$ cat src/rtl/btn_event_if.sv
// Button event controller port bundle: raw buttons in, debounced levels and
// a show-ahead event stream out. Driver side uses master, controller uses slave.
interface btn_event_if #(
  parameter int N_BTN = 4
);
  localparam int ID_W = $clog2(N_BTN);

  logic [N_BTN-1:0] btn;
  logic             evt_ready;
  logic             ovf_clr;
  logic [N_BTN-1:0] btn_state;
  logic             evt_valid;
  logic [ID_W-1:0]  evt_id;
  logic             evt_press;
  logic             ovf;

  modport master (
    output btn, evt_ready, ovf_clr,
    input  btn_state, evt_valid, evt_id, evt_press, ovf
  );

  modport slave (
    input  btn, evt_ready, ovf_clr,
    output btn_state, evt_valid, evt_id, evt_press, ovf
  );
endinterface

$ cat src/rtl/btn_event_ctrl.sv
// Per-button lockout debouncer with round-robin commit arbiter and a 4-deep
// show-ahead event FIFO. Define BTN_SYNC_EN to add a 2-flop input synchronizer.
module btn_event_ctrl #(
  parameter int N_BTN       = 4,
  parameter int LOCK_CYCLES = 1000000
) (
  input logic       clk,
  input logic       rst_n,
  btn_event_if.slave bus
);
  localparam int ID_W  = $clog2(N_BTN);
  localparam int CNT_W = $clog2(LOCK_CYCLES);
  localparam logic [0:0] ST_IDLE = 1'b0;
  localparam logic [0:0] ST_LOCK = 1'b1;

  logic [N_BTN-1:0] btn_smp_s;
  logic [N_BTN-1:0] req_s;
  logic [N_BTN-1:0] btn_state_r;
  logic [0:0]       state_r [N_BTN];
  logic [CNT_W-1:0] cnt_r   [N_BTN];
  logic [ID_W-1:0]  last_r;
  logic [ID_W-1:0]  cand_s;
  logic             gnt_vld_s;
  logic [ID_W-1:0]  gnt_idx_s;

  logic [ID_W:0]    mem_r [4];
  logic [1:0]       rd_ptr_r, wr_ptr_r, rd_nxt_s;
  logic [2:0]       count_r, count_nxt_s;
  logic             evt_valid_r, ovf_r;
  logic [ID_W:0]    head_r, head_nxt_s, new_entry_s;
  logic             pop_s, push_s, drop_s, full_s;

`ifdef BTN_SYNC_EN
  logic [N_BTN-1:0] sync1_r, sync2_r;

  // Two-stage synchronizer for the asynchronous button inputs
  always_ff @(posedge clk or negedge rst_n) begin
    if (!rst_n) begin
      sync1_r <= '0;
      sync2_r <= '0;
    end else begin
      sync1_r <= bus.btn;
      sync2_r <= sync1_r;
    end
  end
  assign btn_smp_s = sync2_r;
`else
  assign btn_smp_s = bus.btn;
`endif

  // A button asks to commit only while idle and its level disagrees with btn_state
  always_comb begin
    req_s = '0;
    for (int i = 0; i < N_BTN; i++) begin
      req_s[i] = (state_r[i] == ST_IDLE) && (btn_smp_s[i] != btn_state_r[i]);
    end
  end

  // Round-robin search starting one past the last granted button
  always_comb begin
    gnt_vld_s = 1'b0;
    gnt_idx_s = '0;
    cand_s    = '0;
    for (int off = 1; off <= N_BTN; off++) begin
      cand_s = ID_W'((int'(last_r) + off) % N_BTN);
      if (!gnt_vld_s && req_s[cand_s]) begin
        gnt_vld_s = 1'b1;
        gnt_idx_s = cand_s;
      end else begin
        gnt_vld_s = gnt_vld_s;
      end
    end
  end

  // Per-button lockout FSM; the button leaves LOCK as its counter reaches zero
  always_ff @(posedge clk or negedge rst_n) begin
    if (!rst_n) begin
      for (int i = 0; i < N_BTN; i++) begin
        state_r[i] <= ST_IDLE;
        cnt_r[i]   <= '0;
      end
    end else begin
      for (int i = 0; i < N_BTN; i++) begin
        if (gnt_vld_s && (gnt_idx_s == ID_W'(i))) begin
          state_r[i] <= ST_LOCK;
          cnt_r[i]   <= CNT_W'(LOCK_CYCLES - 1);
        end else if (state_r[i] == ST_LOCK) begin
          state_r[i] <= (cnt_r[i] == CNT_W'(1)) ? ST_IDLE : ST_LOCK;
          cnt_r[i]   <= cnt_r[i] - CNT_W'(1);
        end else begin
          state_r[i] <= ST_IDLE;
          cnt_r[i]   <= '0;
        end
      end
    end
  end

  // Debounced levels and round-robin pointer follow each grant
  always_ff @(posedge clk or negedge rst_n) begin
    if (!rst_n) begin
      btn_state_r <= '0;
      last_r      <= ID_W'(N_BTN - 1);
    end else if (gnt_vld_s) begin
      btn_state_r[gnt_idx_s] <= ~btn_state_r[gnt_idx_s];
      last_r                 <= gnt_idx_s;
    end else begin
      btn_state_r <= btn_state_r;
      last_r      <= last_r;
    end
  end

  // FIFO next state; the head is precomputed so evt_id/evt_press come from flops
  always_comb begin
    pop_s       = evt_valid_r & bus.evt_ready;
    full_s      = (count_r == 3'd4);
    push_s      = gnt_vld_s & (~full_s | pop_s);
    drop_s      = gnt_vld_s & full_s & ~pop_s;
    new_entry_s = {gnt_idx_s, ~btn_state_r[gnt_idx_s]};
    rd_nxt_s    = pop_s ? (rd_ptr_r + 2'd1) : rd_ptr_r;
    count_nxt_s = count_r + {2'b00, push_s} - {2'b00, pop_s};
    if (count_nxt_s == 3'd0) begin
      head_nxt_s = '0;
    end else if (push_s && (wr_ptr_r == rd_nxt_s)) begin
      head_nxt_s = new_entry_s;
    end else begin
      head_nxt_s = mem_r[rd_nxt_s];
    end
  end

  // FIFO storage, pointers and sticky overflow (set beats clear)
  always_ff @(posedge clk or negedge rst_n) begin
    if (!rst_n) begin
      for (int j = 0; j < 4; j++) begin
        mem_r[j] <= '0;
      end
      rd_ptr_r    <= 2'd0;
      wr_ptr_r    <= 2'd0;
      count_r     <= 3'd0;
      evt_valid_r <= 1'b0;
      head_r      <= '0;
      ovf_r       <= 1'b0;
    end else begin
      if (push_s) begin
        mem_r[wr_ptr_r] <= new_entry_s;
        wr_ptr_r        <= wr_ptr_r + 2'd1;
      end else begin
        wr_ptr_r <= wr_ptr_r;
      end
      rd_ptr_r    <= rd_nxt_s;
      count_r     <= count_nxt_s;
      evt_valid_r <= (count_nxt_s != 3'd0);
      head_r      <= head_nxt_s;
      if (drop_s) begin
        ovf_r <= 1'b1;
      end else if (bus.ovf_clr) begin
        ovf_r <= 1'b0;
      end else begin
        ovf_r <= ovf_r;
      end
    end
  end

  assign bus.btn_state = btn_state_r;
  assign bus.evt_valid = evt_valid_r;
  assign bus.evt_id    = head_r[ID_W:1];
  assign bus.evt_press = head_r[0];
  assign bus.ovf       = ovf_r;
endmodule

$ cat src/flat_wrapper.sv
// flat-port wrapper written by rule: the top's interface ports become plain ports
module btn_event_ctrl_flat 
#(
  parameter int N_BTN       = 4,
  parameter int LOCK_CYCLES = 1000000
)
  (clk, rst_n, bus_btn, bus_evt_ready, bus_ovf_clr, bus_btn_state, bus_evt_valid, bus_evt_id, bus_evt_press, bus_ovf);
  btn_event_if #(.N_BTN(N_BTN)) bus_i ();
  input logic clk;
  input logic rst_n;
  input wire logic [$bits(bus_i.btn)-1:0] bus_btn;
  input wire logic [$bits(bus_i.evt_ready)-1:0] bus_evt_ready;
  input wire logic [$bits(bus_i.ovf_clr)-1:0] bus_ovf_clr;
  output wire logic [$bits(bus_i.btn_state)-1:0] bus_btn_state;
  output wire logic [$bits(bus_i.evt_valid)-1:0] bus_evt_valid;
  output wire logic [$bits(bus_i.evt_id)-1:0] bus_evt_id;
  output wire logic [$bits(bus_i.evt_press)-1:0] bus_evt_press;
  output wire logic [$bits(bus_i.ovf)-1:0] bus_ovf;
  assign bus_i.btn = bus_btn;
  assign bus_i.evt_ready = bus_evt_ready;
  assign bus_i.ovf_clr = bus_ovf_clr;
  assign bus_btn_state = bus_i.btn_state;
  assign bus_evt_valid = bus_i.evt_valid;
  assign bus_evt_id = bus_i.evt_id;
  assign bus_evt_press = bus_i.evt_press;
  assign bus_ovf = bus_i.ovf;
  btn_event_ctrl #(.N_BTN(N_BTN), .LOCK_CYCLES(LOCK_CYCLES)) u_core (.clk(clk), .rst_n(rst_n), .bus(bus_i));
endmodule
$ cat config.mk
export PLATFORM = sky130hd
export DESIGN_NAME = btn_event_ctrl_flat
export DESIGN_NICKNAME = d
export VERILOG_FILES = /design/src/rtl/btn_event_if.sv /design/src/rtl/btn_event_ctrl.sv /design/src/flat_wrapper.sv
export SDC_FILE = /design/constraint.sdc
export NUM_CORES = 1
export LEC_CHECK = 0
export ABC_AREA = 1
export CORE_ASPECT_RATIO = 1.25
export CORE_MARGIN = 2
export CORE_UTILIZATION = 55
export CTS_BUF_LIST = sky130_fd_sc_hd__clkbuf_4
export DETAILED_ROUTE_END_ITERATION = 12
export PLACE_DENSITY = 0.72
export SLEW_MARGIN = 20
export SYNTH_ARGS = -nofsm -noshare
export SYNTH_HDL_FRONTEND = slang
export SYNTH_SLANG_ARGS = --single-unit
$ cat constraint.sdc
create_clock -name clk -period 2.8 [get_ports clk]
set_input_delay 0.7 -clock clk [delete_from_list [all_inputs] [get_ports clk]]
set_output_delay 0.7 -clock clk [all_outputs]
set_load 0.03 [all_outputs]
==> results.py, run 1 <==
metrics = {
    "outcome": {
        "status": "finished, final reports clean",
    },
    "global_routing": {
        "grt_usage_pct": 22.81,
        "grt_pass1_vias": 4960,
        "grt-ovfl-total": 0,
        "antenna_found_initial": 1,
        "grt_pass1_wl_mm": 21.85,
        "grt_max_degree": 51,
    },
    "synthesis": {
        "netlist_area_um2": 5979,
        "synth_nets": 732,
        "ys_seq_area_share_pct": 47.75,
        "syn_avg_cell_area_um2": 8.434,
        "synth_cell_types": 42,
        "synth_area_leaders": "dfrtp_1 47%, nand2_1 7.4%, nor2_1 7.3%, inv_1 4.8%, o21ai_0 3.9%",
        "yosysTopAreaCellShare_pct": 46.87,
        "ys.flop_type": "dfrtp_1",
        "syn_inst": 709,
        "synthArstFlopShare_pct": 100.0,
        "yosysTopAreaCell": "dfrtp_1",
        "ys_ff_latch": 114,
        "synth_edf_count": 0,
        "yosys_warnings": 0,
    },
    "worst_setup_path": {
        "regToRegStartpoint": "u_core.last_r[0]",
        "worstPathRequired_ns": 3.19,
        "worst_setup_path_start_kind": "input pin",
        "crit_start": "bus_btn[3]",
        "reg2reg_slack_ns": 0.16,
        "crit_fanout": 4,
        "worstPathArrival_ns": 3.09,
        "critPathCaptureType": "flop",
        "critPathKind": "in2reg",
    },
    "routing": {
        "drc_errors": 0,
        "first_pass_iters": 5,
        "vias_per_cell": 5.349,
        "wl_mm": 12.35,
        "final_antenna_net_count": 0,
        "drtIter0Drc": 281,
        "avgRoutedWirePerCell_um": 13.52,
        "num_vias": 4884,
    },
    "floorplanning": {
        "fp.dieW_um": 97.26,
        "rows": 42,
        "core_um2": 10620,
        "ios": 17,
        "die_h_um": 120.6,
        "die_area_um2": 11730,
        "start_util_pct": 56.33,
    },
    "job": {
        "drv_cap": 0,
    },
    "finish": {
        "fillers": 881,
        "fin_nets": 791,
        "syn_to_final_growth_pct": 15.59,
        "design_area_um2": 6912,
        "drive_gt1_share_pct": 14.23,
        "fin_cells": 913,
    },
    "timing": {
        "post-route-min-period_ns": 2.701,
        "relSlewSlack_pct": 68.58,
        "fin_skew_ns": 0.01704,
        "max_freq_mhz": 370.3,
        "setup_tns_ns": 0,
        "finalHoldViolCount": 0,
        "period_share_pct": 96.46,
        "worstMarginPinSlew_ns": 0.4714,
        "setup_viol": 0,
        "maxSlewViolCount": 0,
    },
    "pwr": {
        "leakage_nw": 3.244,
        "power.density_nw_per_um2": 508.0,
        "ir_worst_vdd_uv": 232.5,
        "power_w": 0.003511,
    },
    "place": {
        "placed_cell_area_um2": 6560,
        "dp_cells": 879,
        "dp.final_hpwl_mm": 8.815,
        "place.gp.congestion": 0.8723,
        "port_buffers": 16,
    },
    "clock_network": {
        "cts_tree": "done",
        "cts_hold_buf": 0,
        "root_buffer": "clkbuf_4",
        "cts_sinks": 114,
        "h-tree-depth": 4,
        "clkTransAtPathRegs_ns": 0.09,
        "cts_buffers": 17,
        "clk_path_buf_depth": 2,
        "clk_latency_ns": 0.52,
    },
    "min_path": {
        "hp-class": "in2async",
    },
}
-- what timing repair did --
item / 4_1_cts / 5_1_grt
endpoints found under the setup margin: 0 / 3
buffers inserted: 0 / 2
resized for setup: 0 / 8
-- sequential cells by signal, indices dropped and copies added, names as in the netlist --
register              count
u_core.cnt_r             80
u_core.mem_r             12
u_core.bus.btn_state      4
u_core.state_r            4
u_core.count_r            3
u_core.head_r             3
u_core.last_r             2
u_core.rd_ptr_r           2
u_core.wr_ptr_r           2
u_core.bus.evt_valid      1
u_core.bus.ovf            1
-- per-layer routing --
metal / vias to the layer above / global-route usage [%] / share of wire (%)
met3: 23 / 5.896 / 2.9
met4: 0 / 8.507 / 1.7
met1: 2357 / 27.40 / 44
met2: 77 / 39.67 / 51
met5: - / 0 / 0
li1: 2427 / - / -
-- cell usage in the layout, fill, tap and decap left out, drive strengths merged, types with 4 or more instances in the layout --
cell | Yosys | routed
clkinv | 1 | 7
o31ai | 4 | 4
dfrtp | 112 | 112
clkdlybuf4s50 | 0 | 14
ha | 14 | 14
buf | 5 | 34
nand4 | 21 | 21
nor3 | 17 | 17
o21ai | 78 | 78
nand3 | 27 | 27
nor2 | 116 | 116
inv | 85 | 85
nor4 | 9 | 9
or2 | 6 | 6
bufinv | 0 | 4
xnor2 | 27 | 27
clkbuf | 4 | 18
a21oi | 18 | 18
xor2 | 25 | 25
nand2 | 126 | 126
-- critical path, stage by stage --
cell and delay (ns):
clkdlybuf4s50_1 0.49, inv_1 0.05, nand2_1 0.08, nand4_1 0.14, nand3_1 0.17, nand2_2 0.10
nand4_4 0.10, nand2_1 0.08, inv_2 0.06, ha_1 0.13, inv_1 0.05, fa_1 0.48
inv_1 0.06, nor3_1 0.17, inv_1 0.10, o21ai_0 0.08, a21oi_1 0.06
-- synth_stat cells, types with 2 or more instances --
| master | instances |
|---|---|
| nor3_2 | 4 |
| xor2_1 | 25 |
| nand2_4 | 2 |
| nor3b_1 | 3 |
| nand4_1 | 20 |
| dfrtp_1 | 112 |
| a32o_1 | 2 |
| clkbuf_1 | 4 |
| inv_2 | 6 |
| nand2_1 | 118 |
| o21ai_0 | 47 |
| nor2_1 | 116 |
| inv_4 | 2 |
| or2_2 | 5 |
| dfstp_2 | 2 |
| ha_1 | 14 |
| nand2_2 | 6 |
| xnor2_1 | 26 |
| o21ai_2 | 13 |
| nor4_1 | 9 |
| buf_4 | 2 |
| a21oi_1 | 17 |
| nand3_1 | 26 |
| o31ai_1 | 4 |
| nor3_1 | 13 |
| o21ai_1 | 17 |
| and3_1 | 3 |
| inv_1 | 77 |
-- power by group --
group          internal (W)  switching [W]  total, W
combinational      0.000195       0.000275  0.000471
clock              0.000698       0.000601   0.00130
sequential          0.00171      0.0000350   0.00174
total               0.00260       0.000912   0.00351
-- worst paths after layout --
| kind | depth (start not counted) | endpoint |
|---|---|---|
| worst max register to register | 15 | u_core.head_r[1] |
| max in group asynchronous | 2 | u_core.mem_r[2] |
| min in group clk | 1 | u_core.cnt_r[60] |
| worst max-delay path | 17 | u_core.head_r[1] |
| worst min-delay path | 1 | u_core.cnt_r[18] |
| worst min register to register | 1 | u_core.cnt_r[60] |
-- stage by stage --
stage	worst slack (ns)	utilization, %	hold slack [ns]
2_1_floorplan	0.1723	-	0.4044
4_1_cts	0.1214	64.65	0.09780
6_report	0.09923	65.11	0.1285
3_3_place_gp	-0.3412	61.80	0.4666
5_1_grt	-0.05974	65.11	0.1050
3_5_place_dp	-0.4368	61.80	0.4735
-- logic make-up after synthesis --
kind of cell | count (synthesis) | synth area share, %
buf+inv | 95 | 6.319
compound gates | 105 | 10.30
fa+ha+maj | 15 | 3.264
xor+xnor | 52 | 7.742
simple gates | 328 | 24.63
flops | 114 | 47.75
-- final cells by class --
type	instances	area, um^2	share of cell area (%)
antenna	1	2.502	0.03621
timing repair buffer	49	483.0	6.988
tap	132	165.2	2.390
sequential	114	2855	41.31
clock inverter	13	167.7	2.426
multi-input combinational	500	2775	40.15
clock buffer	18	135.1	1.955
inverter	86	327.8	4.743
Power figures use the tool's default switching activity.
==> run 2, diff against run 1 <==
--- a/config.mk
+++ b/config.mk
@@ -8,10 +8,10 @@
 export ABC_AREA = 1
 export CORE_ASPECT_RATIO = 1.25
 export CORE_MARGIN = 2
-export CORE_UTILIZATION = 55
+export CORE_UTILIZATION = 46
 export CTS_BUF_LIST = sky130_fd_sc_hd__clkbuf_4
 export DETAILED_ROUTE_END_ITERATION = 12
-export PLACE_DENSITY = 0.72
+export PLACE_DENSITY = 0.62
 export SLEW_MARGIN = 20
 export SYNTH_ARGS = -nofsm -noshare
 export SYNTH_HDL_FRONTEND = slang
==> results.py, run 2 (synthesis gave the netlist of run 1 again) <==
metrics = {
    "global_routing": {
        "grt_pass1_wl_mm": 21.96,
        "antenna_found_initial": 0,
        "grt_usage_pct": 19.59,
        "grt_max_degree": 55,
        "busiest_layer": "met2",
        "met1_usage_pct": 24.13,
        "grt_pass1_vias": 4729,
        "grt-ovfl-total": 0,
        "use_met2_pct": 32.94,
        "grtUsageMet3_pct": 4.960,
    },
    "clock_network": {
        "clkTransAtPathRegs_ns": 0.09,
        "cts_buffers": 17,
        "cts_sinks": 114,
        "cts_hold_buf": 0,
        "h-tree-depth": 4,
        "root_buffer": "clkbuf_4",
        "cts_tree": "done",
        "clk_path_buf_depth": 2,
        "clk_latency_ns": 0.53,
    },
    "routing": {
        "avgRoutedWirePerCell_um": 13.29,
        "first_pass_iters": 4,
        "drc_errors": 0,
        "wl_mm": 12.50,
        "final_antenna_net_count": 0,
        "drtIter0Drc": 200,
        "num_vias": 4763,
        "vias_per_cell": 5.067,
    },
    "job": {
        "drv_cap": 0,
    },
    "worst_setup_path": {
        "worstPathRequired_ns": 3.25,
        "regToRegStartpoint": "u_core.last_r[0]",
        "reg2reg_slack_ns": 0.18,
        "critPathCaptureType": "flop",
        "rr_worst_depth": 15,
        "worstPathArrival_ns": 3.10,
        "worst_setup_path_start_kind": "input pin",
        "reg2reg_to": "u_core.head_r[1]",
        "crit_fanout": 4,
        "critPathKind": "in2reg",
    },
    "floorplanning": {
        "core_um2": 12720,
        "start_util_pct": 47.01,
        "rows": 46,
        "die_h_um": 131.5,
        "fp.dieW_um": 106.0,
        "die_area_um2": 13930,
        "ios": 17,
    },
    "finish": {
        "diodes": 0,
        "drive_gt1_share_pct": 13.08,
        "biggestRegsByFlops": "u_core.cnt_r (80), u_core.mem_r (12)",
        "final_cell_mix": "117 x nand2_1, 116 x nor2_1, 112 x dfrtp_1",
        "regMostFlops": "u_core.cnt_r",
        "design_area_um2": 6822,
        "largest_reg_flops": 80,
        "fin_cells": 940,
        "fin_nets": 782,
        "syn_to_final_growth_pct": 14.08,
        "final_common_cell": "nand2_1",
    },
    "outcome": {
        "status": "finished, final reports clean",
    },
    "timing": {
        "setup_viol": 0,
        "period_share_pct": 94.56,
        "relSlewSlack_pct": 68.93,
        "post-route-min-period_ns": 2.648,
        "worstMarginPinSlew_ns": 0.4624,
        "max_freq_mhz": 377.7,
        "fin_skew_ns": 0.01496,
        "hold_ws_ns": 0.09570,
        "finalHoldViolCount": 0,
        "maxSlewViolCount": 0,
    },
    "pwr": {
        "leakage_nw": 3.177,
        "ir_worst_vdd_uv": 221.0,
        "power.density_nw_per_um2": 501.2,
    },
    "place": {
        "port_buffers": 16,
        "dp_cells": 907,
        "place.gp.congestion": 0.8811,
        "placed_cell_area_um2": 6533,
        "dp.final_hpwl_mm": 8.992,
    },
    "min_path": {
        "hp-class": "in2async",
    },
}
==> run 2: metal layers <==
metal  vias to the layer above  wire (um)
met4                         0        240
met5                         -          0
met1                      2282       5584
li1                       2407          -
met3                        18        401
met2                        56       6269
==> run 2: repair_timing <==
action,CTS,global route
setup buffers,0,1
endpoints found under the setup margin,0,3
resized for setup,0,4
endpoints found under the hold margin,0,0
==> run 2: area by class of cell <==
class,count,area (um^2)
Multi-Input combinational cell,500,2766
Fill cell,1195,5898
Timing Repair Buffer,40,400.4
Clock buffer,23,172.7
Inverter,86,327.8
Tap cell,168,210.2
Clock inverter,9,88.84
Sequential cell,114,2855
==> run 2: per-stage QoR <==
stage	power, W	setup TNS (ns)	utilization, %	worst slack (ns)
floorplan	0.002055	0	-	0.1723
global placement	0.002231	-1.039	51.36	-0.2937
detailed placement	0.002246	-1.433	51.36	-0.3955
CTS	0.003419	0	53.41	0.1576
global route	0.003594	-0.006864	53.63	-0.006864
finish	0.003419	0	53.63	0.1524
==> run 2: worst max path at each step <==
stage / from / to / slack (ns) / cells after the start
floorplan: bus_btn[0] / u_core.head_r[1] / 0.17 / 16
global placement: bus_btn[0] / u_core.head_r[2] / -0.29 / 17
detailed placement: bus_btn[0] / u_core.head_r[1] / -0.40 / 17
CTS: u_core.last_r[0] / u_core.head_r[1] / 0.16 / 15
global route: bus_btn[0] / u_core.head_r[1] / -0.007 / 17
finish: bus_btn[1] / u_core.head_r[1] / 0.15 / 17
==> run 2: power breakdown <==
group | switching (W) | internal, W | total (W)
Clock | 0.000587 | 0.000572 | 0.00116
Sequential | 0.0000312 | 0.00171 | 0.00174
Combinational | 0.000296 | 0.000227 | 0.000522
==> run 2: worst max-delay path, cell delays in order <==
cell	delay, ns
clkdlybuf4s50_1	0.48
inv_1	0.04
nand2_1	0.08
nand4_1	0.13
nand3_1	0.14
nand2_1	0.12
nand4_4	0.12
nand2_2	0.07
inv_2	0.06
ha_1	0.13
inv_1	0.05
fa_1	0.40
xnor2_2	0.21
nor3_2	0.05
inv_1	0.09
o21ai_0	0.09
a21oi_1	0.14
